==> config.mk <==
export PLATFORM = sky130hd
export DESIGN_NAME = wb_port_arbiter_flat
export DESIGN_NICKNAME = d
export VERILOG_FILES = /design/src/rtl/wb_port_arbiter_if.sv /design/src/rtl/wb_port_arbiter.sv /design/src/flat_wrapper.sv
export SDC_FILE = /design/constraint.sdc
export NUM_CORES = 1
export LEC_CHECK = 0
export CAP_MARGIN = 20
export CORE_MARGIN = 8
export CORE_UTILIZATION = 33
export DETAILED_ROUTE_END_ITERATION = 8
export PLACE_DENSITY = 0.77
export SLEW_MARGIN = 20
export SYNTH_ARGS = -nofsm -noshare
export SYNTH_HDL_FRONTEND = slang
export SYNTH_SLANG_ARGS = --single-unit
==> constraint.sdc <==
create_clock -name clk -period 3.2 [get_ports clk]
set_input_delay 0.32 -clock clk [delete_from_list [all_inputs] [get_ports clk]]
set_output_delay 0.32 -clock clk [all_outputs]
set_load 0.01 [all_outputs]
==> src/rtl/wb_port_arbiter_if.sv <==
// Bus bundle between the result producers, the write-back arbiter and the PRF / active list.
interface wb_port_arbiter_if #(
  parameter int unsigned DATA_WIDTH      = 32,
  parameter int unsigned PREG_WIDTH      = 6,
  parameter int unsigned FREE_LIST_WIDTH = 3
);
  // Requester side
  logic [2:0]                 req_valid;
  logic [2:0]                 req_ready;
  logic [DATA_WIDTH-1:0]      wdata_p0;
  logic [DATA_WIDTH-1:0]      wdata_p1;
  logic [DATA_WIDTH-1:0]      wdata_p2;
  logic [PREG_WIDTH-1:0]      paddr_p0;
  logic [PREG_WIDTH-1:0]      paddr_p1;
  logic [PREG_WIDTH-1:0]      paddr_p2;
  logic [FREE_LIST_WIDTH-1:0] alidx_p0;
  logic [FREE_LIST_WIDTH-1:0] alidx_p1;
  logic [FREE_LIST_WIDTH-1:0] alidx_p2;

  // PRF write port / active-list completion side
  logic                       prf_we;
  logic [PREG_WIDTH-1:0]      prf_waddr;
  logic [DATA_WIDTH-1:0]      prf_wdata;
  logic                       al_done;
  logic [FREE_LIST_WIDTH-1:0] al_index;
  logic [1:0]                 last_grant;

  modport slave (
    input  req_valid, wdata_p0, wdata_p1, wdata_p2,
    input  paddr_p0, paddr_p1, paddr_p2, alidx_p0, alidx_p1, alidx_p2,
    output req_ready, prf_we, prf_waddr, prf_wdata, al_done, al_index, last_grant
  );

  modport master (
    output req_valid, wdata_p0, wdata_p1, wdata_p2,
    output paddr_p0, paddr_p1, paddr_p2, alidx_p0, alidx_p1, alidx_p2,
    input  req_ready, prf_we, prf_waddr, prf_wdata, al_done, al_index, last_grant
  );
endinterface

==> src/rtl/wb_port_arbiter.sv <==
// Round-robin arbiter sharing the single PRF write port between three result producers
// (MEM/WB register, mul/div unit, load-miss return). The winner is registered for one cycle
// and then presented as a PRF write plus an active-list completion.
module wb_port_arbiter #(
  parameter int unsigned DATA_WIDTH      = 32,
  parameter int unsigned PREG_WIDTH      = 6,
  parameter int unsigned FREE_LIST_WIDTH = 3
) (
  input  logic                clk,
  input  logic                rst_n,
  input  logic                global_flush,
  input  logic                wb_hold,
  wb_port_arbiter_if.slave    bus
);

  logic [1:0]                 rr_ptr_q, rr_ptr_d;
  logic [1:0]                 last_grant_q;
  logic                       prf_we_q;
  logic [PREG_WIDTH-1:0]      prf_waddr_q;
  logic [DATA_WIDTH-1:0]      prf_wdata_q;
  logic [FREE_LIST_WIDTH-1:0] al_index_q;

  logic                       grant_vld;
  logic [1:0]                 grant_idx;
  logic [1:0]                 cand;
  int unsigned                cand_sum;
  logic [PREG_WIDTH-1:0]      sel_paddr;
  logic [DATA_WIDTH-1:0]      sel_wdata;
  logic [FREE_LIST_WIDTH-1:0] sel_alidx;

  // Pick the first valid requester starting at rr_ptr, wrapping 2 -> 0.
  always_comb begin
    grant_vld = 1'b0;
    grant_idx = 2'd0;
    cand_sum  = 0;
    cand      = 2'd0;
    if (!global_flush && !wb_hold) begin
      for (int k = 0; k < 3; k++) begin
        cand_sum = int'(rr_ptr_q) + k;
        if (cand_sum >= 3) cand_sum = cand_sum - 3;
        cand = 2'(cand_sum);
        if (!grant_vld && bus.req_valid[cand]) begin
          grant_vld = 1'b1;
          grant_idx = cand;
        end
      end
    end
  end

  // One-hot ready to the winning requester, same cycle.
  always_comb begin
    bus.req_ready = 3'b000;
    if (grant_vld) bus.req_ready[grant_idx] = 1'b1;
  end

  // Payload mux for the winner and next round-robin pointer.
  always_comb begin
    sel_paddr = bus.paddr_p0;
    sel_wdata = bus.wdata_p0;
    sel_alidx = bus.alidx_p0;
    unique case (grant_idx)
      2'd1: begin
        sel_paddr = bus.paddr_p1;
        sel_wdata = bus.wdata_p1;
        sel_alidx = bus.alidx_p1;
      end
      2'd2: begin
        sel_paddr = bus.paddr_p2;
        sel_wdata = bus.wdata_p2;
        sel_alidx = bus.alidx_p2;
      end
      default: begin
        sel_paddr = bus.paddr_p0;
        sel_wdata = bus.wdata_p0;
        sel_alidx = bus.alidx_p0;
      end
    endcase
    rr_ptr_d = (grant_idx == 2'd2) ? 2'd0 : grant_idx + 2'd1;
  end

  // Output stage and pointer; flush clears the stage and pointer but keeps last_grant.
  always_ff @(posedge clk or negedge rst_n) begin
    if (!rst_n) begin
      rr_ptr_q     <= 2'd0;
      last_grant_q <= 2'd0;
      prf_we_q     <= 1'b0;
      prf_waddr_q  <= '0;
      prf_wdata_q  <= '0;
      al_index_q   <= '0;
    end else if (global_flush) begin
      rr_ptr_q     <= 2'd0;
      prf_we_q     <= 1'b0;
      prf_waddr_q  <= '0;
      prf_wdata_q  <= '0;
      al_index_q   <= '0;
    end else if (grant_vld) begin
      rr_ptr_q     <= rr_ptr_d;
      last_grant_q <= grant_idx;
      prf_we_q     <= 1'b1;
      prf_waddr_q  <= sel_paddr;
      prf_wdata_q  <= sel_wdata;
      al_index_q   <= sel_alidx;
    end else begin
      prf_we_q     <= 1'b0;
    end
  end

  assign bus.prf_we     = prf_we_q;
  assign bus.al_done    = prf_we_q;
  assign bus.prf_waddr  = prf_waddr_q;
  assign bus.prf_wdata  = prf_wdata_q;
  assign bus.al_index   = al_index_q;
  assign bus.last_grant = last_grant_q;

endmodule
==> src/flat_wrapper.sv <==
// flat-port wrapper written by rule: the top's interface ports become plain ports
module wb_port_arbiter_flat 
#(
  parameter int unsigned DATA_WIDTH      = 32,
  parameter int unsigned PREG_WIDTH      = 6,
  parameter int unsigned FREE_LIST_WIDTH = 3
)
  (clk, rst_n, global_flush, wb_hold, bus_req_valid, bus_wdata_p0, bus_wdata_p1, bus_wdata_p2, bus_paddr_p0, bus_paddr_p1, bus_paddr_p2, bus_alidx_p0, bus_alidx_p1, bus_alidx_p2, bus_req_ready, bus_prf_we, bus_prf_waddr, bus_prf_wdata, bus_al_done, bus_al_index, bus_last_grant);
  wb_port_arbiter_if #(.DATA_WIDTH(DATA_WIDTH), .PREG_WIDTH(PREG_WIDTH), .FREE_LIST_WIDTH(FREE_LIST_WIDTH)) bus_i ();
  input  logic clk;
  input  logic rst_n;
  input  logic global_flush;
  input  logic wb_hold;
  input wire logic [$bits(bus_i.req_valid)-1:0] bus_req_valid;
  input wire logic [$bits(bus_i.wdata_p0)-1:0] bus_wdata_p0;
  input wire logic [$bits(bus_i.wdata_p1)-1:0] bus_wdata_p1;
  input wire logic [$bits(bus_i.wdata_p2)-1:0] bus_wdata_p2;
  input wire logic [$bits(bus_i.paddr_p0)-1:0] bus_paddr_p0;
  input wire logic [$bits(bus_i.paddr_p1)-1:0] bus_paddr_p1;
  input wire logic [$bits(bus_i.paddr_p2)-1:0] bus_paddr_p2;
  input wire logic [$bits(bus_i.alidx_p0)-1:0] bus_alidx_p0;
  input wire logic [$bits(bus_i.alidx_p1)-1:0] bus_alidx_p1;
  input wire logic [$bits(bus_i.alidx_p2)-1:0] bus_alidx_p2;
  output wire logic [$bits(bus_i.req_ready)-1:0] bus_req_ready;
  output wire logic [$bits(bus_i.prf_we)-1:0] bus_prf_we;
  output wire logic [$bits(bus_i.prf_waddr)-1:0] bus_prf_waddr;
  output wire logic [$bits(bus_i.prf_wdata)-1:0] bus_prf_wdata;
  output wire logic [$bits(bus_i.al_done)-1:0] bus_al_done;
  output wire logic [$bits(bus_i.al_index)-1:0] bus_al_index;
  output wire logic [$bits(bus_i.last_grant)-1:0] bus_last_grant;
  assign bus_i.req_valid = bus_req_valid;
  assign bus_i.wdata_p0 = bus_wdata_p0;
  assign bus_i.wdata_p1 = bus_wdata_p1;
  assign bus_i.wdata_p2 = bus_wdata_p2;
  assign bus_i.paddr_p0 = bus_paddr_p0;
  assign bus_i.paddr_p1 = bus_paddr_p1;
  assign bus_i.paddr_p2 = bus_paddr_p2;
  assign bus_i.alidx_p0 = bus_alidx_p0;
  assign bus_i.alidx_p1 = bus_alidx_p1;
  assign bus_i.alidx_p2 = bus_alidx_p2;
  assign bus_req_ready = bus_i.req_ready;
  assign bus_prf_we = bus_i.prf_we;
  assign bus_prf_waddr = bus_i.prf_waddr;
  assign bus_prf_wdata = bus_i.prf_wdata;
  assign bus_al_done = bus_i.al_done;
  assign bus_al_index = bus_i.al_index;
  assign bus_last_grant = bus_i.last_grant;
  wb_port_arbiter #(.DATA_WIDTH(DATA_WIDTH), .PREG_WIDTH(PREG_WIDTH), .FREE_LIST_WIDTH(FREE_LIST_WIDTH)) u_core (.clk(clk), .rst_n(rst_n), .global_flush(global_flush), .wb_hold(wb_hold), .bus(bus_i));
endmodule
---- After elaboration in Yosys (flattened, before gate mapping) ----
Index checks and enable logic that the tools add are counted.
cells by class
  $add $sub $neg .......................... 6
  magnitude comparators ................... 8
  equality and inequality tests ........... 2
  mux-type cells .......................... 39
  bitwise operators ....................... 1
  reduce and logical (&&, ||, !) cells .... 10
operator list
  cell                 number
  $mux 32              2
  $pmux 32 s2          1
  $mux 2               13
  $lt 2x3->1 const B   4
  $mux 1               12
  $mux 6               2
  $pmux 6 s2           1
  $mux 3               3
  $bmux 1 s2           3
  $ge 3x2->1 const B   2
  $pmux 3 s2           1
  $sub 2x2->2 const B  3
  $logic_and 1x1->1    4
  $logic_not 1->1      4
  $add 2x1->3 const B  1
  $add 2x2->3 const B  1
  $add 2x1->2 const B  1
  $demux 1 s2          1
  $eq 2x1->1 const B   1
  $eq 2x2->1 const B   1
  $ge 2x1->1 const B   1
  $ge 2x2->1 const B   1
  $reduce_and 2->1     1
  $reduce_bool 2->1    1
  $not 1->1            1
word-level totals
  register bits after elaboration ......... 46
  bits of input ports ..................... 130
  output and inout port bits .............. 48
  logic and storage cells ................. 72

---- Logic depth before layout (Yosys ltp) ----
  word-level depth ........................ 20
  depth in mapped cells ................... 15
  gate-level depth less buffers ........... 12

---- Worst setup path after synthesis ----
OpenSTA, ideal clock, no wires.
  path kind ............................... reg-to-output
  start ................................... register u_core.rr_ptr_q[0]
  end ..................................... output bus_req_ready[1]
  data arrival time ....................... 2.975 ns
  required time ........................... 2.880 ns
  setup slack ............................. -0.095 ns
  cell stages (with the launch flop) ...... 12
  buffers on the path ..................... 3
  path through ............................ dfrtp_1 > inv_1 > ha_1 > buf_1 > nand3b_1 > o21ai_1 > or4b_2 > o221ai_1 > ha_1 > clkbuf_1 > clkbuf_1 > and2_1
between the ends
  cells in the longest elaborated chain, start to end .. 20
  elaborated cells between the ends (all ways) .. 40
  classes of those cells .................. 5 x add/sub; 5 x order compare; 25 x mux; 5 x reduce/logical
ends and longest elaborated chain
  what                                                                  line                   RTL
  start: declaration                                                    wb_port_arbiter.sv:16  logic [1:0] rr_ptr_q, rr_ptr_d;
  start signal: assignment                                              wb_port_arbiter.sv:97  rr_ptr_q <= rr_ptr_d;
  parallel branches: the longest is 19 deep, another holds $add 2x1->3  n/a
  $mux 3 (*)                                                            wb_port_arbiter.sv:53  if (grant_vld) bus.req_ready[grant_idx] = 1'b1;
  end: declaration                                                      flat_wrapper.sv:24     output wire logic [$bits(bus_i.req_ready)-1:0] bus_req_ready;
Every way passes the cells marked *. The select of a mux whose other input is x is not followed.

---- Worst setup path in the final report ----
  start ................................... register u_core.rr_ptr_q[1]
  end ..................................... output bus_req_ready[2]
between the ends
  cells in the longest elaborated chain, start to end .. 20
  elaborated cells between the ends (all ways) .. 40
  classes of those cells .................. 5 x add/sub; 5 x order compare; 25 x mux; 5 x reduce/logical
ends and longest elaborated chain
  what                                                                  line                   RTL
  parallel branches: the longest is 13 deep, another holds $add 2x1->3  n/a
  $mux 2 (*)                                                            wb_port_arbiter.sv:42  if (!grant_vld && bus.req_valid[cand]) begin
  $mux 2 (*)                                                            wb_port_arbiter.sv:37  if (!global_flush && !wb_hold) begin
  named net u_core.grant_idx[1]                                         wb_port_arbiter.sv:24  logic [1:0] grant_idx;
  $lt 2x3->1 (implied by the code) or $ge 2x1->1 (tied branches)        wb_port_arbiter.sv:53
  $logic_and 1x1->1 (implied by the code)                               wb_port_arbiter.sv:53
  $mux 1 (implied by the code)                                          wb_port_arbiter.sv:53
  $demux 1 s2 (*)                                                       n/a
  $mux 3 (*)                                                            wb_port_arbiter.sv:53
Mark *: on every way through the listed nets, which the timed path passes. The select of a mux whose other input is x is not followed.

==> flow_metrics.py <==
metrics = {
    "detailed_routing": {
        "vias_per_cell": 5.17,
        "initialDrtViolationCount": 112,
        "wl_per_cell_um": 17.6,
        "drt-pass1-iter-count": 4,
        "ant_nets": 0,
        "wl_um": 10900,
        "drc_errors": 0,
        "vias": 3192,
    },
    "sta": {
        "rsz0062_at_grt": "true",
        "period_minus_slack_ps": 3120,
        "timing.fmax_mhz": 320,
        "slew_headroom": 0.573,
        "finalHoldViolCount": 0,
        "clock_skew_ps": 4.90,
        "fin_crit_sh": 0.976,
        "setup_viol": 0,
        "worst_pin_slew_ps": 641,
        "finalSetupTns_ps": 0,
        "drv_slew": 0,
    },
    "critical_path": {
        "cp_slowest_cell": "dfrtp_1",
        "critical_path.max_fanout": 4,
        "crit_required_ps": 2880,
        "crit_chain": "buf_4 > ha_4 > buf_4 > a22o_1 > a211oi_4 > buf_4 > a2111oi_4 > buf_4 > o221ai_4 > inv_1 > ha_2 > and2_1 > clkbuf_2",
        "slowest_delay_ps": 400,
        "startpoint_type": "flip-flop",
        "crit_type": "flip-flop to output port",
        "crit_top_cell": "buf_4",
        "crit_arrival_ps": 2800,
        "r2r_setup_slack_ps": 150,
        "cp-end-kind": "output port",
    },
    "final_layout": {
        "syn2layout_area_growth_pct": 81.5,
        "antenna_cells": 0,
        "fin_nets": 649,
        "layout-drive-gt1-share": 0.115,
    },
    "power": {
        "p_comb_frac": 0.415,
        "power_mw": 2.09,
        "switching_power_mw": 0.630,
        "p_sw_frac": 0.301,
        "power.leakage_nw": 1.95,
        "intPower_mw": 1.46,
        "peakVddDrop_uv": 306,
        "pwr-share-clk": 0.250,
        "seqPwrFrac": 0.335,
        "powerDensity_nw_per_um2": 411,
    },
    "floorplan": {
        "die_x_um": 108,
        "ios": 178,
        "core_um2": 8220,
        "start_util": 0.341,
        "die_area_um2": 11700,
        "die_h_um": 108,
        "rows": 33,
    },
    "place": {
        "hpwl_um": 8200,
        "gp_congestion": 0.784,
        "portBuffers": 177,
    },
    "yosys": {
        "ys_seq_area_frac": 0.410,
        "synth_nets": 469,
        "synth_cell_type_count": 28,
        "synth_warnings": 0,
        "synth_xor_area_frac": 0,
        "synth-simple-area-share": 0.181,
        "yosys-top-cells-area": "dfrtp_1, a22oi_1, o21ai_0, nand2_1, nand3b_1",
        "synth_mux_area_frac": 0.0143,
        "synth_seq_cells": 46,
        "synth_compound_area_frac": 0.308,
        "synth_top_area_frac": 0.410,
        "synth_area_leader_cell": "dfrtp_1",
        "syn_area_um2": 2810,
        "postSynthAreaPerCell_um2": 8.45,
        "synthCells": 332,
        "synth_top_family_by_area": "compound AO/OA/AOI/OAI gates",
        "synth_fa_ha_area_frac": 0.0312,
    },
    "clock_tree": {
        "clock_sinks": 46,
        "clk_pin_slew_ps": 90,
        "cts_buffers": 5,
        "cts_tree": "yes",
        "postCtsHoldBufs": 0,
        "h-tree-depth": 2,
        "cts_max_path_buffers": 2,
        "insertion_delay_ps": 290,
        "ctsRootBufferMaster": "clkbuf_8",
    },
    "global_route": {
        "track_usage": 0.180,
        "overflow": 0,
        "use_met2": 0.319,
        "use_met1": 0.200,
        "grt_pass1_wl_um": 17000,
        "top_usage_layer": "met2",
        "antenna_found_initial": 0,
        "grt_start_max_net_pins": 71,
        "grt_use_met3": 0.0648,
        "grt_pass1_vias": 3356,
    },
    "outcome": {
        "status": "finished, final reports clean",
    },
    "worst_hold_path": {
        "hold_path_class": "input pin to asynchronous set/reset pin",
    },
    "run": {
        "maxCapViolCount": 0,
    },
}
path summary, 6_finish.rpt:
check	start	endpoint	cells after the start
min in group clk	u_core.bus.last_grant[0]$_DFFE_PN0P_	u_core.bus.last_grant[0]$_DFFE_PN0P_	2
max	u_core.rr_ptr_q[1]$_DFFE_PN0P_	bus_req_ready[2]	13
max in group asynchronous	rst_n	u_core.rr_ptr_q[0]$_DFFE_PN0P_	1
min reg2reg	u_core.bus.last_grant[0]$_DFFE_PN0P_	u_core.bus.last_grant[0]$_DFFE_PN0P_	2
min	rst_n	u_core.bus.prf_wdata[18]$_DFFE_PN0P_	1
max reg2reg	u_core.rr_ptr_q[1]$_DFFE_PN0P_	u_core.bus.prf_waddr[5]$_DFFE_PN0P_	15
through the flow:
step | hold slack, ps | utilization | cells | setup WS, ps | instance area, um2
floorplan | 24.4 | - | 332 | 13.6 | 2820
global placement | 459 | 0.584 | 606 | -200 | 4800
detailed placement | 475 | 0.584 | 606 | -252 | 4800
CTS | 241 | 0.610 | 616 | 3.10 | 5010
global route | 73.3 | 0.620 | 618 | -63.3 | 5090
finish | 32.8 | 0.620 | 618 | 76.4 | 5090
cells in the mapped netlist (all sizes together):
cell type,n
inv,6
dfrtp,46
o21ai,55
o41ai,1
nor2b,1
nand3b,28
and2,4
a22o,1
nor2,5
buf,8
nand2,61
o221ai,2
o211ai,14
a21oi,15
clkbuf,25
or4b,1
a21o,2
ha,7
o21bai,1
a211oi,1
and3b,1
mux2i,4
a2111oi,2
a22oi,41
power by group through the flow:
stage               sequential (mW)  combinational, mW  clock (mW)
floorplan                     0.744              0.304           0
global placement              0.707              0.799           0
detailed placement            0.712              0.816           0
CTS                           0.701              0.847       0.544
global route                  0.711              0.947       0.565
finish                        0.701              0.868       0.524
worst max-delay path, delay by kind of cell (launching register included):
| kind | cells | cell delay, ps |
|---|---|---|
| flops | 1 | 400 |
| compound gates | 4 | 750 |
| fa+ha+maj | 2 | 370 |
| simple gates | 1 | 140 |
| buf+inv | 6 | 860 |
layout by cell type (no fill, tap or decap), drive strengths merged:
cell type,synthesis,final
nand3b,28,28
a21oi,15,15
buf,8,31
clkdlybuf4s50,0,173
bufinv,0,2
a22oi,41,41
a211oi,1,1
o21ai,55,55
inv,6,6
a2111oi,2,2
o211ai,14,14
nor2,5,5
a22o,1,1
o21bai,1,1
and3b,1,1
o221ai,2,2
nand2,61,61
dfrtp,46,46
or4b,1,1
a21o,2,2
mux2i,4,4
nor2b,1,1
o41ai,1,1
and2,4,4
clkbuf,25,8
ha,7,7
state kept, by name, summed over array words and instances (netlist names):
signal	flops
u_core.bus.last_grant	2
u_core.bus.prf_waddr	6
u_core.bus.prf_wdata	32
u_core.rr_ptr_q	2
u_core.bus.al_index	3
u_core.bus.al_done	1
repair_timing:
action                     in CTS  in global routing
gates cloned                    0                  0
setup endpoints to repair      44                 44
hold endpoints to repair        0                  0
buffers inserted                2                  2
pin swaps                       2                  2
gates resized for setup        14                 23
final cells by class:
cell class                 count  area (um2)
clock buffer                   6        82.6
clock inverter                 2        60.1
fill                         717        3130
inverter                       6        22.5
multi-input combinational    247        1630
sequential                    46        1150
tap                          105         131
timing repair buffer         206        2010
cell families after synthesis:
| logic type | after synthesis |
|---|---|
| AO/OA/AOI/OAI | 135 |
| adder cells (fa/ha/maj) | 7 |
| buffers and inverters | 39 |
| flip-flops | 46 |
| multiplexers | 4 |
| AND/OR/NAND/NOR | 101 |
layer usage:
metal | share of wire | wire length (um)
met1 | 0.39 | 4230
met2 | 0.52 | 5680
met3 | 0.082 | 891
met4 | 0.0099 | 108
met5 | 0 | 0
Note: power is estimated with default switching activity, not from simulation.
